$ cat src/rtl/fetch_stage_pkg.sv
// fetch_stage_pkg: shared fetch-state encoding and defaults for the fetch stage.
package fetch_stage_pkg;
  typedef enum logic [1:0] {S_REQ, S_SQUASH, S_HOLD, S_HALTED} state_e;
  localparam logic [3:0]  OPC_HLT      = 4'hF;
  localparam logic [15:0] RESET_PC_DEF = 16'h0000;
endpackage

$ cat src/rtl/fetch_stage_cla.sv
// cla_16bit: 16-bit adder built from 4-bit carry-lookahead groups.
//   a, b : addends
//   cin  : carry in
//   sum  : a + b + cin, mod 2^16
module cla_16bit (
  input  logic [15:0] a,
  input  logic [15:0] b,
  input  logic        cin,
  output logic [15:0] sum
);
  logic [15:0] g, p;
  assign g = a & b;
  assign p = a ^ b;
  always_comb begin
    logic [15:0] c;
    logic        ci;
    c = '0;
    ci = cin;
    for (int k = 0; k < 16; k += 4) begin
      c[k]   = ci;
      c[k+1] = g[k] | (p[k] & ci);
      c[k+2] = g[k+1] | (p[k+1] & g[k]) | (p[k+1] & p[k] & ci);
      c[k+3] = g[k+2] | (p[k+2] & g[k+1]) | (p[k+2] & p[k+1] & g[k]) | (p[k+2] & p[k+1] & p[k] & ci);
      ci = g[k+3] | (p[k+3] & g[k+2]) | (p[k+3] & p[k+2] & g[k+1]) |
           (p[k+3] & p[k+2] & p[k+1] & g[k]) | (p[k+3] & p[k+2] & p[k+1] & p[k] & ci);
    end
    sum = p ^ c;
  end
endmodule

$ cat src/rtl/fetch_stage.sv
// fetch_stage: owns the PC, fetches 16-bit words over a req/ack handshake and feeds decode.
//   clk, rst                   : clock, synchronous active-high reset
//   imem_req/addr/ack/data     : instruction memory handshake (ack may come in the request cycle)
//   stall                      : decode holds the current output slot
//   branch_taken/branch_target : redirect from decode, highest priority
//   instr_out/pc_plus2_out     : fetched word and its address + 2
//   instr_valid                : output slot full
//   halted                     : HLT word captured, fetching stopped
module fetch_stage import fetch_stage_pkg::*; #(
  parameter logic [15:0] RESET_PC   = RESET_PC_DEF,
  parameter logic [3:0]  HLT_OPCODE = OPC_HLT
) (
  input  logic        clk,
  input  logic        rst,
  output logic        imem_req,
  output logic [15:0] imem_addr,
  input  logic        imem_ack,
  input  logic [15:0] imem_data,
  input  logic        stall,
  input  logic        branch_taken,
  input  logic [15:0] branch_target,
  output logic [15:0] instr_out,
  output logic [15:0] pc_plus2_out,
  output logic        instr_valid,
  output logic        halted
);
  state_e      state_q, state_d;
  logic [15:0] pc_q, pc_d, sq_addr_q, sq_addr_d, instr_q, instr_d, pp2_q, pp2_d, pc_inc;
  logic        valid_q, valid_d, slot_free, fetching, capture;
  cla_16bit u_inc (.a(pc_q), .b(16'd2), .cin(1'b0), .sum(pc_inc));
  // HOLD behaves like REQ once the slot frees, so a request goes out in the release cycle
  assign slot_free   = ~valid_q | ~stall;
  assign fetching    = state_q == S_REQ || state_q == S_HOLD;
  assign imem_req    = ~rst & ((fetching & slot_free) | state_q == S_SQUASH);
  // the orphaned request keeps its original address until its ack arrives
  assign imem_addr   = state_q == S_SQUASH ? sq_addr_q : pc_q;
  assign capture     = imem_req & imem_ack & fetching & ~branch_taken;
  assign instr_out    = instr_q;
  assign pc_plus2_out = pp2_q;
  assign instr_valid  = valid_q;
  assign halted       = state_q == S_HALTED;
  always_comb begin
    pc_d      = branch_taken ? branch_target : capture ? pc_inc : pc_q;
    instr_d   = capture ? imem_data : instr_q;
    pp2_d     = capture ? pc_inc : pp2_q;
    valid_d   = ~branch_taken & (capture | (valid_q & stall));
    sq_addr_d = branch_taken && state_q != S_SQUASH ? pc_q : sq_addr_q;
    state_d   = state_q;
    if (branch_taken)
      state_d = imem_req & ~imem_ack ? S_SQUASH : S_REQ;
    else if (capture)
      state_d = imem_data[15:12] == HLT_OPCODE ? S_HALTED : S_REQ;
    else if (state_q == S_SQUASH)
      state_d = imem_ack ? S_REQ : S_SQUASH;
    else if (fetching)
      state_d = slot_free ? S_REQ : S_HOLD;
  end
  always_ff @(posedge clk) begin
    if (rst) begin
      state_q   <= S_REQ;
      pc_q      <= RESET_PC;
      sq_addr_q <= RESET_PC;
      instr_q   <= '0;
      pp2_q     <= '0;
      valid_q   <= 1'b0;
    end else begin
      state_q   <= state_d;
      pc_q      <= pc_d;
      sq_addr_q <= sq_addr_d;
      instr_q   <= instr_d;
      pp2_q     <= pp2_d;
      valid_q   <= valid_d;
    end
  end
endmodule
$ cat config.mk
export PLATFORM = sky130hd
export DESIGN_NAME = fetch_stage
export DESIGN_NICKNAME = d
export VERILOG_FILES = /design/src/rtl/fetch_stage_pkg.sv /design/src/rtl/fetch_stage_cla.sv /design/src/rtl/fetch_stage.sv
export SDC_FILE = /design/constraint.sdc
export NUM_CORES = 1
export LEC_CHECK = 0
export CORE_MARGIN = 1
export CORE_UTILIZATION = 43
export CTS_BUF_LIST = sky130_fd_sc_hd__clkbuf_8 sky130_fd_sc_hd__clkbuf_16
export CTS_CLUSTER_DIAMETER = 80
export CTS_CLUSTER_SIZE = 30
export DETAILED_ROUTE_END_ITERATION = 10
export GPL_TIMING_DRIVEN = 1
export PLACE_DENSITY = 0.74
export SLEW_MARGIN = 20
export SYNTH_ARGS = -nofsm -noshare
export SYNTH_HDL_FRONTEND = slang
export SYNTH_SLANG_ARGS = --single-unit
$ cat constraint.sdc
create_clock -name clk -period 1.8 [get_ports clk]
set_input_delay 0.18 -clock clk [delete_from_list [all_inputs] [get_ports clk]]
set_output_delay 0.18 -clock clk [all_outputs]
set_load 0.02 [all_outputs]
### Word level (Yosys, flattened, before mapping)

Cells that the tools add are included.

* output and inout port bits: 51
* flip-flop bits (word level): 67
* input port bits: 37

* muxes and demuxes: 11
* eq/ne operators: 5
* bitwise operators: 47
* reductions and logical operators: 5

Operators with widths (number)
* $mux W16: 3
* $and A1 B1 Y1: 37
* $xor A16 B16 Y16: 1
* $mux W2: 6
* $not A1 Y1: 6
* $eq A2 B2 Y1 const B: 2
* $eq A4 B4 Y1 const B: 1
* $reduce_bool A4 Y1: 1
* $or A1 B1 Y1: 3
* $eq A2 B1 Y1 const B: 1
* $logic_not A2 Y1: 1
* $mux W1: 2
* $ne A2 B1 Y1 const B: 1
* $reduce_bool A2 Y1: 1
* $logic_and A1 B1 Y1: 1
* $logic_or A1 B1 Y1: 1

### Depth between registers and ports, before layout

Gate-level depths: netlist (run 1).

* word-level depth: 10
* depth in mapped cells: 7
* mapped depth without buffers: 4

### Modules after synthesis

From an unflattened synthesis (run 1), not the netlist that was laid out.

* cell total of the unflattened synthesis: 461
* area total of the unflattened synthesis: 3708.6 um^2

Modules (own cells, without submodules)
* fetch_stage: cells each 387, instances 1, area an instance 3062.9 um^2
* cla_16bit: cells each 74, instances 1, area an instance 645.6 um^2

### Least setup slack after synthesis (run 1)

Ideal clock, no wire load.

* path type: register to register
* start point: register pc_q[1]
* end point: register pp2_q[14] (netlist: pc_plus2_out[14])
* slack: -0.119 ns
* stages on the path, launching flop included: 8
* arrival: 1.828 ns
* setup time: 0.091 ns
* buffers on the path: 3
* data required time: 1.709 ns
* cell sequence: dfxtp_1 > buf_2 > nand3_4 > or4_1 > buf_2 > buf_6 > or3_1 > a311oi_1

* cells in the longest elaborated chain, start to end: 5

Ends and longest elaborated chain
* start: declaration: line fetch_stage.sv:28 `logic [15:0] pc_q, pc_d, sq_addr_q, sq_addr_d, instr_q, instr_d, pp2_q, pp2_d, pc_inc;`
* start signal: assignment: line fetch_stage.sv:68 `pc_q <= pc_d;`
* $and A1 B1 Y1: line fetch_stage_cla.sv:24 `ci = g[k+3] | (p[k+3] & g[k+2]) | (p[k+3] & p[k+2] & g[k+1]) |`
* $and A1 B1 Y1 (2 in a row): line fetch_stage_cla.sv:25 `(p[k+3] & p[k+2] & p[k+1] & g[k]) | (p[k+3] & p[k+2] & p[k+1] & p[k] & ci);`
* $and A1 B1 Y1: line fetch_stage_cla.sv:22 `c[k+2] = g[k+1] | (p[k+1] & g[k]) | (p[k+1] & p[k] & ci);`
* $xor A16 B16 Y16: line fetch_stage_cla.sv:27 `sum = p ^ c;`
* end signal: assignment: line fetch_stage.sv:71 `pp2_q <= pp2_d;`
* end: declaration: line fetch_stage.sv:28

Every way passes these cells.
A chain may end at the register's enable or synchronous reset.

### Worst setup path in the final report (run 1)

* start point: register state_q[0]
* end point: output port imem_addr[0]

* cells in the longest elaborated chain, start to end: 2

Ends and longest elaborated chain
* start: declaration: line fetch_stage.sv:27 `state_e state_q, state_d;`
* start signal: assignment: line fetch_stage.sv:67 `state_q <= state_d;`
* $eq A2 B1 Y1: line fetch_stage.sv:36 `assign imem_addr = state_q == S_SQUASH ? sq_addr_q : pc_q;`
* $mux W16: line fetch_stage.sv:36
* end: declaration: line fetch_stage.sv:16 `output logic [15:0] imem_addr,`

Every way passes these cells.

==> results of run 1 <==
-- cell families (layout without fill, tap and decap cells) --
group	after synthesis	in the layout	share of synthesized area
AND/OR/NAND/NOR	158	159	0.2350
AO/OA/AOI/OAI	82	82	0.1683
flip-flops	67	67	0.4358
buffers and inverters	43	162	0.05731
XOR/XNOR	16	16	0.04553
multiplexers	15	15	0.05407
adder cells (fa/ha/maj)	1	1	0.004064
-- power by group through the flow --
stage / clock network (W) / logic (W) / registers, W
after floorplan: 0 / 0.000328 / 0.00166
after global placement: 0 / 0.000672 / 0.00164
after detailed placement: 0 / 0.000682 / 0.00164
after CTS: 0.00159 / 0.000666 / 0.00161
after global routing: 0.00165 / 0.000745 / 0.00162
final: 0.00157 / 0.000697 / 0.00162
-- state kept, by name, indices dropped and copies added, names as in the netlist --
register      cells
instr_valid       1
pc_q             16
state_q           2
pc_plus2_out     16
instr_out        16
sq_addr_q        16
-- Yosys cell counts, types with 4 or more instances --
| cell type | number |
|---|---|
| mux2_2 | 13 |
| nor2_1 | 33 |
| clkbuf_1 | 25 |
| a211oi_1 | 17 |
| inv_1 | 8 |
| dfxtp_1 | 67 |
| or3_2 | 4 |
| nand4_1 | 4 |
| xnor2_1 | 13 |
| a21oi_1 | 36 |
| o21ai_0 | 10 |
| nor3_1 | 4 |
| o31ai_1 | 4 |
| a311oi_1 | 11 |
| or4_1 | 5 |
| buf_2 | 5 |
| nand2_1 | 82 |
| nor4_1 | 5 |
| nand3_1 | 5 |
-- layer usage --
layer  part of all wire  vias to the layer above  wire, um  GRT usage
met2               0.51                      120      4797     0.4358
met5                  0                        -         0          0
li1                   -                     1555         -          -
met3              0.060                       24       570    0.05524
met4              0.022                        0       210     0.1045
met1               0.41                     1473      3880     0.2956
-- worst max-delay path, delay by kind of cell (launching register included) --
| family | cells | cell delay [ns] |
|---|---|---|
| buf+inv | 3 | 0.42 |
| flops | 1 | 0.33 |
| mux | 1 | 0.32 |
| simple gates | 1 | 0.21 |
-- metrics by stage --
step | util | hold WS (ns) | cells | TNS [ns] | worst slack (ns)
CTS | 0.6654 | 0.2908 | 593 | -0.05237 | -0.05237
global placement | 0.6311 | 0.4382 | 575 | -1.464 | -0.09356
detailed placement | 0.6311 | 0.4466 | 575 | -2.928 | -0.2275
global route | 0.6814 | 0.3073 | 598 | -0.5894 | -0.06600
finish | 0.6814 | 0.2999 | 598 | -0.04140 | -0.01209
floorplan | - | 0.3160 | 382 | -0.1069 | -0.03973
-- cell type report --
cell class | count | area [um^2] | share of cell area
Clock buffer | 9 | 123.9 | 0.02646
Inverter | 8 | 30.03 | 0.006415
Sequential cell | 67 | 1354 | 0.2892
Timing Repair Buffer | 138 | 1257 | 0.2686
Clock inverter | 7 | 125.1 | 0.02673
Tap cell | 96 | 120.1 | 0.02566
Multi-Input combinational cell | 273 | 1670 | 0.3569
-- repair_timing --
action                     4_1_cts  5_1_grt
hold buffers                     0        0
setup endpoints to repair       24       11
cloned                           1        1
pin swaps                        5        4
gates resized for setup         64       17
buffers inserted                 1        4
-- final timing paths --
check / slack [ns] / cells after the start / to / from
max reg2reg: -0.01 / 4 / pc_q[15] / pc_q[8]
max: -0.01 / 5 / imem_addr[0] / state_q[0]
min reg2reg: 0.46 / 2 / instr_out[5] / instr_out[5]
min: 0.30 / 3 / pc_q[2] / rst
==> results.json, run 1 <==
{
  "drt_first_pass_iters": 4,
  "syn-num-nets": 420,
  "num_io_pins": 88,
  "clk_pin_slew_ns": 0.08,
  "clockPowerShare": 0.405,
  "first_iter_violations": 167,
  "ys_warn_count": 0,
  "worst_pin_slew_ns": 0.4249,
  "p_total_w": 0.003886,
  "crit_required_ns": 1.62,
  "drtAntennaViolNets": 0,
  "synth_cell_type_count": 39,
  "grt_pass1_vias": 3021,
  "synth_area_leaders": "dfxtp_1 (44%), nand2_1 (10%), a21oi_1 (5.9%)",
  "cap_violations": 0,
  "violations": "negative setup slack",
  "clockRootBuffer": "clkbuf_8",
  "yosys.area.top_type_share": 0.4358,
  "power_frac_seq": 0.416,
  "die_area_um2": 7500,
  "grt_max_degree": 28,
  "cp_slowest_stage_delay_ns": 0.33,
  "final_cell_mix": "nand2_1 (79), clkdlybuf4s50_1 (68), dfxtp_1 (57), buf_4 (45), a21oi_1 (36)",
  "syn2layout_area_growth_pct": 52.07,
  "worstPathCellList": "nor2b_4, buf_12, buf_12, mux2_2, buf_2",
  "drv_slew": 0,
  "power_density_nw_per_um2": 830.1,
  "fmax_mhz": 551.8,
  "die-height_um": 86.61,
  "diodes": 0,
  "htreeDepth": 3,
  "slowest_stage": "dfxtp_2",
  "critPathKind": "reg -> out",
  "finalCritPeriodShare": 1.007,
  "ys_async_sr_fraction": 0,
  "final.fill_count": 567,
  "min_path_type": "in -> reg",
  "setup_slack_ns": -0.01209,
  "place_congestion": 0.8637,
  "wl_per_cell_um": 15.81,
  "totalWireLength_um": 9457,
  "place_area_um2": 4335,
  "crit_path_start_kind": "flop",
  "cp.arrival_ns": 1.63,
  "avgSynthCellArea_um2": 8.057,
  "crit_top_cell": "buf_12",
  "dp_hpwl_um": 6194,
  "combPwrFrac": 0.179,
  "grt_setup_unrepaired": "yes",
  "numCtsBuffers": 9,
  "track_usage": 0.2496,
  "ys_ff_latch": 67,
  "fin_area_um2": 4681,
  "status": "complete, but fails checks",
  "overflow": 0,
  "synthesis.area_um2": 3078,
  "avgViaCountPerCell": 5.304,
  "antenna_found_initial": 0,
  "p_leak_nw": 1.757,
  "drc": 0,
  "hold_viol_final": 0,
  "grt_pass1_wl_um": 14320,
  "fin_skew_ns": 0.007497,
  "clk_latency_ns": 0.35,
  "p_sw_frac": 0.2716,
  "clk_path_buf_depth": 2,
  "via_count": 3172,
  "synth_seq_area_share": 0.4358,
  "synth_edf_count": 0,
  "port_buffers": 87,
  "coreArea_um2": 6869,
  "path_max_fanout": 7,
  "max_slew_margin": 0.7094,
  "cts_tree": "done",
  "cts_sinks": 67,
  "fin_nets": 535,
  "drive_gt1_frac": 0.2530,
  "syn_inst": 382,
  "start_util": 0.4481,
  "synth_area_leader_cell": "dfxtp_1",
  "num_rows": 30,
  "p_int_w": 0.002830,
  "finalSetupViolations": 6,
  "irDropWorstVdd_mv": 0.5215,
  "net-switching-power_w": 0.001055,
  "cp-end-kind": "primary output",
  "final_common_cell": "nand2_1",
  "period_needed_ns": 1.812,
  "ys.flop_type": "dfxtp_1",
  "dieWidth_um": 86.61
}
Note: power is estimated with default switching activity, not from simulation.
==> inputs of run 2 (changes only) <==
--- a/config.mk
+++ b/config.mk
@@ -6,13 +6,14 @@
 export NUM_CORES = 1
 export LEC_CHECK = 0
 export CORE_MARGIN = 1
-export CORE_UTILIZATION = 43
+export CORE_UTILIZATION = 51
 export CTS_BUF_LIST = sky130_fd_sc_hd__clkbuf_8 sky130_fd_sc_hd__clkbuf_16
 export CTS_CLUSTER_DIAMETER = 80
 export CTS_CLUSTER_SIZE = 30
 export DETAILED_ROUTE_END_ITERATION = 10
+export GPL_ROUTABILITY_DRIVEN = 0
 export GPL_TIMING_DRIVEN = 1
-export PLACE_DENSITY = 0.74
+export PLACE_DENSITY = 0.83
 export SLEW_MARGIN = 20
 export SYNTH_ARGS = -nofsm -noshare
 export SYNTH_HDL_FRONTEND = slang
==> constraint.sdc (replaced) <==
create_clock -name clk -period 2.2 [get_ports clk]
set_input_delay 0.22 -clock clk [delete_from_list [all_inputs] [get_ports clk]]
set_output_delay 0.22 -clock clk [all_outputs]
set_load 0.02 [all_outputs]
==> run 2 against run 1 <==
The flow now finishes without violations. Sequential share of layout area rose by 2.3 points. Global-route usage rose by 3.9 points. Count of clock-buffer cells in the layout did not move. Hold slack got worse by 0.021 ns. Via count fell by 4.7%. Clock power fell by 29%. Core utilization rose by 7.5 points. Largest power group unchanged. Critical endpoint is now imem_addr[15]. Critical path depth fell by 1. Largest cell class unchanged. Power fell by 25%. Sequential cell count did not move. Clock skew fell by 0.00058 ns.
==> results.json, run 2 (same netlist as run 1, synthesis figures left out) <==
{
  "clk_latency_ns": 0.35,
  "cts_sinks": 67,
  "num_rows": 27,
  "avgViaCountPerCell": 5.535,
  "crit-reg2reg-launch": "pc_q[10]",
  "power_density_nw_per_um2": 683.5,
  "diodes": 0,
  "track_usage": 0.2885,
  "dp_hpwl_um": 5967,
  "clk_pin_slew_ns": 0.07,
  "dieWidth_um": 79.69,
  "multi_input_area_um2": 1573,
  "grt_max_degree": 25,
  "port_buffers": 87,
  "setup_tns_ns": 0,
  "p_total_w": 0.002933,
  "finalCritPeriodShare": 0.9260,
  "drive_gt1_frac": 0.1350,
  "drt_first_pass_iters": 4,
  "timing.rr.end": "pc_q[15]",
  "worst_pin_slew_ns": 0.7082,
  "cap_violations": 0,
  "clk_path_buf_depth": 2,
  "wl_per_cell_um": 15.54,
  "via_count": 3022,
  "fmax_mhz": 490.9,
  "status": "complete, no violations",
  "final.fill_count": 428,
  "cts_setup_buffers": 0,
  "htreeDepth": 3,
  "seqCellArea_um2": 1341,
  "overflow": 0,
  "finalSetupViolations": 0,
  "hold_viol_final": 0,
  "fin_skew_ns": 0.006914,
  "numCtsBuffers": 9,
  "cts_tree": "done",
  "reg2reg_depth": 4,
  "clockRootBuffer": "clkbuf_8",
  "drtAntennaViolNets": 0,
  "grt_setup_unrepaired": "no",
  "coreArea_um2": 5675,
  "max_slew_margin": 0.5279,
  "crit_required_ns": 1.98,
  "holdBufCountCts": 0,
  "r2r_slack_ns": 0.22,
  "die_area_um2": 6350,
  "die-height_um": 79.69,
  "grt_pass1_wl_um": 14050,
  "cp.arrival_ns": 1.82,
  "final_cell_mix": "nand2_1 (82), clkdlybuf4s50_1 (70), dfxtp_1 (67), a21oi_1 (36), nor2_1 (33)",
  "min_path_type": "in -> reg",
  "min_from": "rst",
  "drv_slew": 0,
  "fin_nets": 507,
  "num_io_pins": 88,
  "critPathKind": "reg -> out",
  "period_needed_ns": 2.037,
  "totalWireLength_um": 8486,
  "crit_path_start_kind": "flop",
  "path_max_fanout": 15,
  "irDropWorstVdd_mv": 0.4837,
  "first_iter_violations": 177,
  "hold_end": "state_q[1]",
  "syn2layout_area_growth_pct": 39.43,
  "start_util": 0.5423,
  "antenna_found_initial": 0,
  "grt_pass1_vias": 3023,
  "final_common_cell": "nand2_1",
  "p_leak_nw": 1.583,
  "hold_path_depth": 3,
  "drc": 0,
  "cp-end-kind": "primary output"
}
## run 2: cell count changes in the layout (fill, tap and decap cells not counted), moves of 3 or more
| cell | change |
|---|---|
| a311oi_2 | -5 |
| or3_2 | +3 |
| nand2_1 | +3 |
| buf_4 | -22 |
| dlygate4sd2_1 | +10 |
| dfxtp_1 | +10 |
| a311oi_1 | +5 |
| clkinv_4 | -3 |
| dfxtp_2 | -10 |
| buf_12 | -5 |
| clkinvlp_4 | +3 |
| or3_4 | -3 |
| buf_2 | -13 |
## run 2: layer usage
layer | vias up | wire length (um) | GRT usage
met4 | 0 | 123 | 0.1091
met2 | 96 | 4244 | 0.4752
li1 | 1495 | - | -
met1 | 1416 | 3667 | 0.3559
met5 | - | 0 | 0
met3 | 15 | 450 | 0.08000
## run 2: how the worst max path moves through the flow
stage               startpoint          endpoint  slack, ns  cells past startpoint
CTS                 state_q[0]     imem_addr[11]       0.05                      5
finish              state_q[0]     imem_addr[15]       0.16                      4
floorplan              pc_q[1]  pc_plus2_out[14]       0.28                      7
global placement      imem_ack          pc_q[15]       0.16                      5
detailed placement    imem_ack          pc_q[13]       0.06                      5
global route        state_q[0]     imem_addr[15]       0.06                      4
## run 2: cell type report
class / count / area share
multi-input cells: 272 / 0.3665
flip-flops and latches: 67 / 0.3125
repair buffers: 111 / 0.2426
clock buffers: 9 / 0.02886
clock inverters: 7 / 0.02157
well taps: 72 / 0.02099
inverters: 8 / 0.006997
## run 2: where the power goes
part	internal, W	total, W	switching (W)
Sequential	0.00127	0.00132	0.0000438
Combinational	0.000238	0.000506	0.000268
Clock	0.000633	0.00111	0.000479
Total	0.00214	0.00293	0.000791
## run 2: worst max-delay path, stage by stage, from the launching register on
cell and delay (ns):
dfxtp_1 0.39, nor2b_2 0.21, buf_6 0.19, mux2_2 0.35
dlygate4sd2_1 0.33
## run 2: metrics by stage
step	setup slack, ns	utilization	area [um^2]	instances	hold WS, ns
after floorplan	0.2809	-	3078	382	0.3560
after global placement	0.1588	0.7178	4074	530	0.4382
after CTS	0.05284	0.7542	4280	546	0.2672
final	0.1627	0.7562	4292	546	0.2790
after global routing	0.05789	0.7562	4292	546	0.2738
after detailed placement	0.05746	0.7178	4074	530	0.4428
## run 2: what timing repair did
| action | CTS | global route |
|---|---|---|
| resized for setup | 15 | 4 |
| endpoints found under the setup margin | 15 | 11 |
| endpoints found under the hold margin | 0 | 0 |
| cloned | 0 | 0 |
==> inputs of run 3 (changes only) <==
--- a/config.mk
+++ b/config.mk
@@ -5,16 +5,18 @@
 export SDC_FILE = /design/constraint.sdc
 export NUM_CORES = 1
 export LEC_CHECK = 0
+export ABC_AREA = 1
 export CORE_MARGIN = 1
 export CORE_UTILIZATION = 51
 export CTS_BUF_LIST = sky130_fd_sc_hd__clkbuf_8 sky130_fd_sc_hd__clkbuf_16
 export CTS_CLUSTER_DIAMETER = 80
-export CTS_CLUSTER_SIZE = 30
+export CTS_CLUSTER_SIZE = 24
 export DETAILED_ROUTE_END_ITERATION = 10
 export GPL_ROUTABILITY_DRIVEN = 0
 export GPL_TIMING_DRIVEN = 1
-export PLACE_DENSITY = 0.83
+export PLACE_DENSITY = 0.84
 export SLEW_MARGIN = 20
 export SYNTH_ARGS = -nofsm -noshare
 export SYNTH_HDL_FRONTEND = slang
 export SYNTH_SLANG_ARGS = --single-unit
+export TNS_END_PERCENT = 30
==> run 3 against run 2 <==
Critical path depth is 1 higher. Sequential cell count stayed put. Combinational power is 21% lower. Critical path type unchanged. Clock skew is 0.0069 ns higher. Sequential power hardly changed. Maximum frequency is 4.0% higher. Non-clock buffer count is 17 lower. Critical endpoint is now imem_addr[12].
==> results.json, run 3 <==
{
  "status": "complete, no violations",
  "p_total_w": 0.002728,
  "totalWireLength_um": 7287,
  "synthesis.area_um2": 2955,
  "synth_top_family_by_area": "simple AND/OR/NAND/NOR gates",
  "synth_most_common_cell": "nand2_1",
  "min_path_type": "reg -> reg",
  "synth-compound-area-share": 0.1914,
  "avgViaCountPerCell": 5.114,
  "synth_seq_area_share": 0.4539,
  "synth_area_leaders": "dfxtp_1 (45%), nand2_1 (11%), o21ai_0 (9.7%)",
  "synth_common_cells": "nand2_1 (90), dfxtp_1 (67), o21ai_0 (57), a21oi_1 (43), inv_1 (42)",
  "numCtsBuffers": 9,
  "num_io_pins": 88,
  "cp-end-kind": "primary output",
  "critPathKind": "reg -> out",
  "drtAntennaViolNets": 0,
  "setup_slack_ns": 0.2415,
  "irDropWorstVdd_mv": 0.5168,
  "htreeDepth": 3,
  "setup_tns_ns": 0,
  "grt_pass1_vias": 2644,
  "synth_area_leader_cell": "dfxtp_1",
  "first_iter_violations": 271,
  "synthAdderAreaFrac": 0.004234,
  "track_usage": 0.2511,
  "max_slew_margin": 0.6492,
  "grt_max_degree": 34,
  "drt_first_pass_iters": 4,
  "drc": 0,
  "clk_path_buf_depth": 2,
  "power_density_nw_per_um2": 678.3,
  "ys.flop_type": "dfxtp_1",
  "port_buffers": 87,
  "synth_cell_type_count": 30,
  "wl_per_cell_um": 12.94,
  "synth_edf_count": 0,
  "grt_pass1_wl_um": 11980,
  "cts_sinks": 67,
  "final_cell_mix": "nand2_1 (90), clkdlybuf4s50_1 (71), dfxtp_1 (67), o21ai_0 (57), inv_1 (44)",
  "muxShareOfSynthArea": 0,
  "syn-num-nets": 443,
  "fin_nets": 525,
  "final_common_cell": "nand2_1",
  "dieWidth_um": 78.13,
  "yosys.area.top_type_share": 0.4539,
  "syn_inst": 405,
  "finalCritPeriodShare": 0.8902,
  "die_area_um2": 6104,
  "cp.arrival_ns": 1.74,
  "dp_hpwl_um": 4953,
  "clk_latency_ns": 0.33,
  "drv_slew": 0,
  "syn2layout_area_growth_pct": 36.11,
  "worst_pin_slew_ns": 0.5254,
  "clockRootBuffer": "clkbuf_8",
  "avgSynthCellArea_um2": 7.297,
  "ys_warn_count": 0,
  "cts_tree": "done",
  "final_core_util": 0.7261,
  "cap_violations": 0,
  "path_max_fanout": 33,
  "hold_slack_ns": 0.4469,
  "ys_ff_latch": 67,
  "crit_path_start_kind": "flop",
  "holdBufCountCts": 0,
  "ys_async_sr_fraction": 0,
  "clk_pin_slew_ns": 0.07,
  "start_util": 0.5334,
  "antenna_found_initial": 0,
  "die-height_um": 78.13,
  "fin_skew_ns": 0.01384,
  "period_needed_ns": 1.959,
  "drive_gt1_frac": 0.07128,
  "p_leak_nw": 1.680,
  "via_count": 2879,
  "coreArea_um2": 5540,
  "grt_setup_unrepaired": "no",
  "crit_required_ns": 1.98,
  "finalSetupViolations": 0,
  "synth_simple_gate_area_frac": 0.2472,
  "num_rows": 27,
  "diodes": 0,
  "hold_viol_final": 0,
  "overflow": 0,
  "synthXorXnorAreaFrac": 0.002964,
  "fmax_mhz": 510.6,
  "dpl_worst_slack_ns": 0.2928
}
[run 3: cell types whose count changed after synthesis, sizes merged, moves of 13 or more]
cell / change
o21ai: +47
clkbuf: -16
a211oi: -17
xnor2: -13
inv: +37
mux2: -13
[run 3: layout make-up]
class                           instances  area (um^2)
Clock inverter                          4        42.54
Clock buffer                           11        151.4
Multi-Input combinational cell        270         1318
Tap cell                               72        90.09
Inverter                               45        168.9
Sequential cell                        67         1341
Fill cell                             433         1518
Timing Repair Buffer                   94        910.9
[run 3: worst paths after layout]
| kind | cells past startpoint | from | end | slack, ns |
|---|---|---|---|---|
| worst max-delay path | 5 | state_q[0] | imem_addr[12] | 0.24 |
| worst min-delay path | 2 | sq_addr_q[13] | sq_addr_q[13] | 0.45 |
| worst max register to register | 6 | state_q[0] | sq_addr_q[10] | 0.55 |
| worst min register to register | 2 | sq_addr_q[13] | sq_addr_q[13] | 0.45 |
[run 3: cell families after synthesis]
kind of cell	count (synthesis)
adder cells (fa/ha/maj)	1
AND/OR/NAND/NOR	158
XOR/XNOR	1
buffers and inverters	68
AO/OA/AOI/OAI	110
flip-flops	67
[run 3: what timing repair did]
| action | in CTS | in global routing |
|---|---|---|
| gates resized for setup | 14 | 2 |
| setup endpoints to repair | 14 | 2 |
| setup buffers | 0 | 0 |
| pin swaps | 0 | 0 |
| gates cloned | 0 | 0 |
| hold endpoints to repair | 0 | 0 |
[run 3: metrics by stage]
step                std cells  cell area, um^2
floorplan                 405             2955
global placement          548             3841
detailed placement        548             3841
CTS                       563             4018
global route              563             4023
finish                    563             4023
[run 3: per-layer routing]
metal / GRT usage / share of wire / routed length (um) / up-vias
met1: 0.3227 / 0.45 / 3254 / 1318
met3: 0.06047 / 0.062 / 450 / 6
met2: 0.4140 / 0.48 / 3512 / 76
met5: 0 / 0 / 0 / -
li1: - / - / - / 1479
met4: 0.07963 / 0.0096 / 70 / 0
[run 3: where the power goes]
part           internal, W  switching [W]
registers          0.00127      0.0000461
clock network     0.000570       0.000437
logic             0.000179       0.000222
[run 3: worst max-delay path: stages (launching register included)]
cell	delay, ns
dfxtp_1	0.37
inv_2	0.07
or2_1	0.20
buf_4	0.22
o21ai_0	0.19
dlygate4sd2_1	0.35
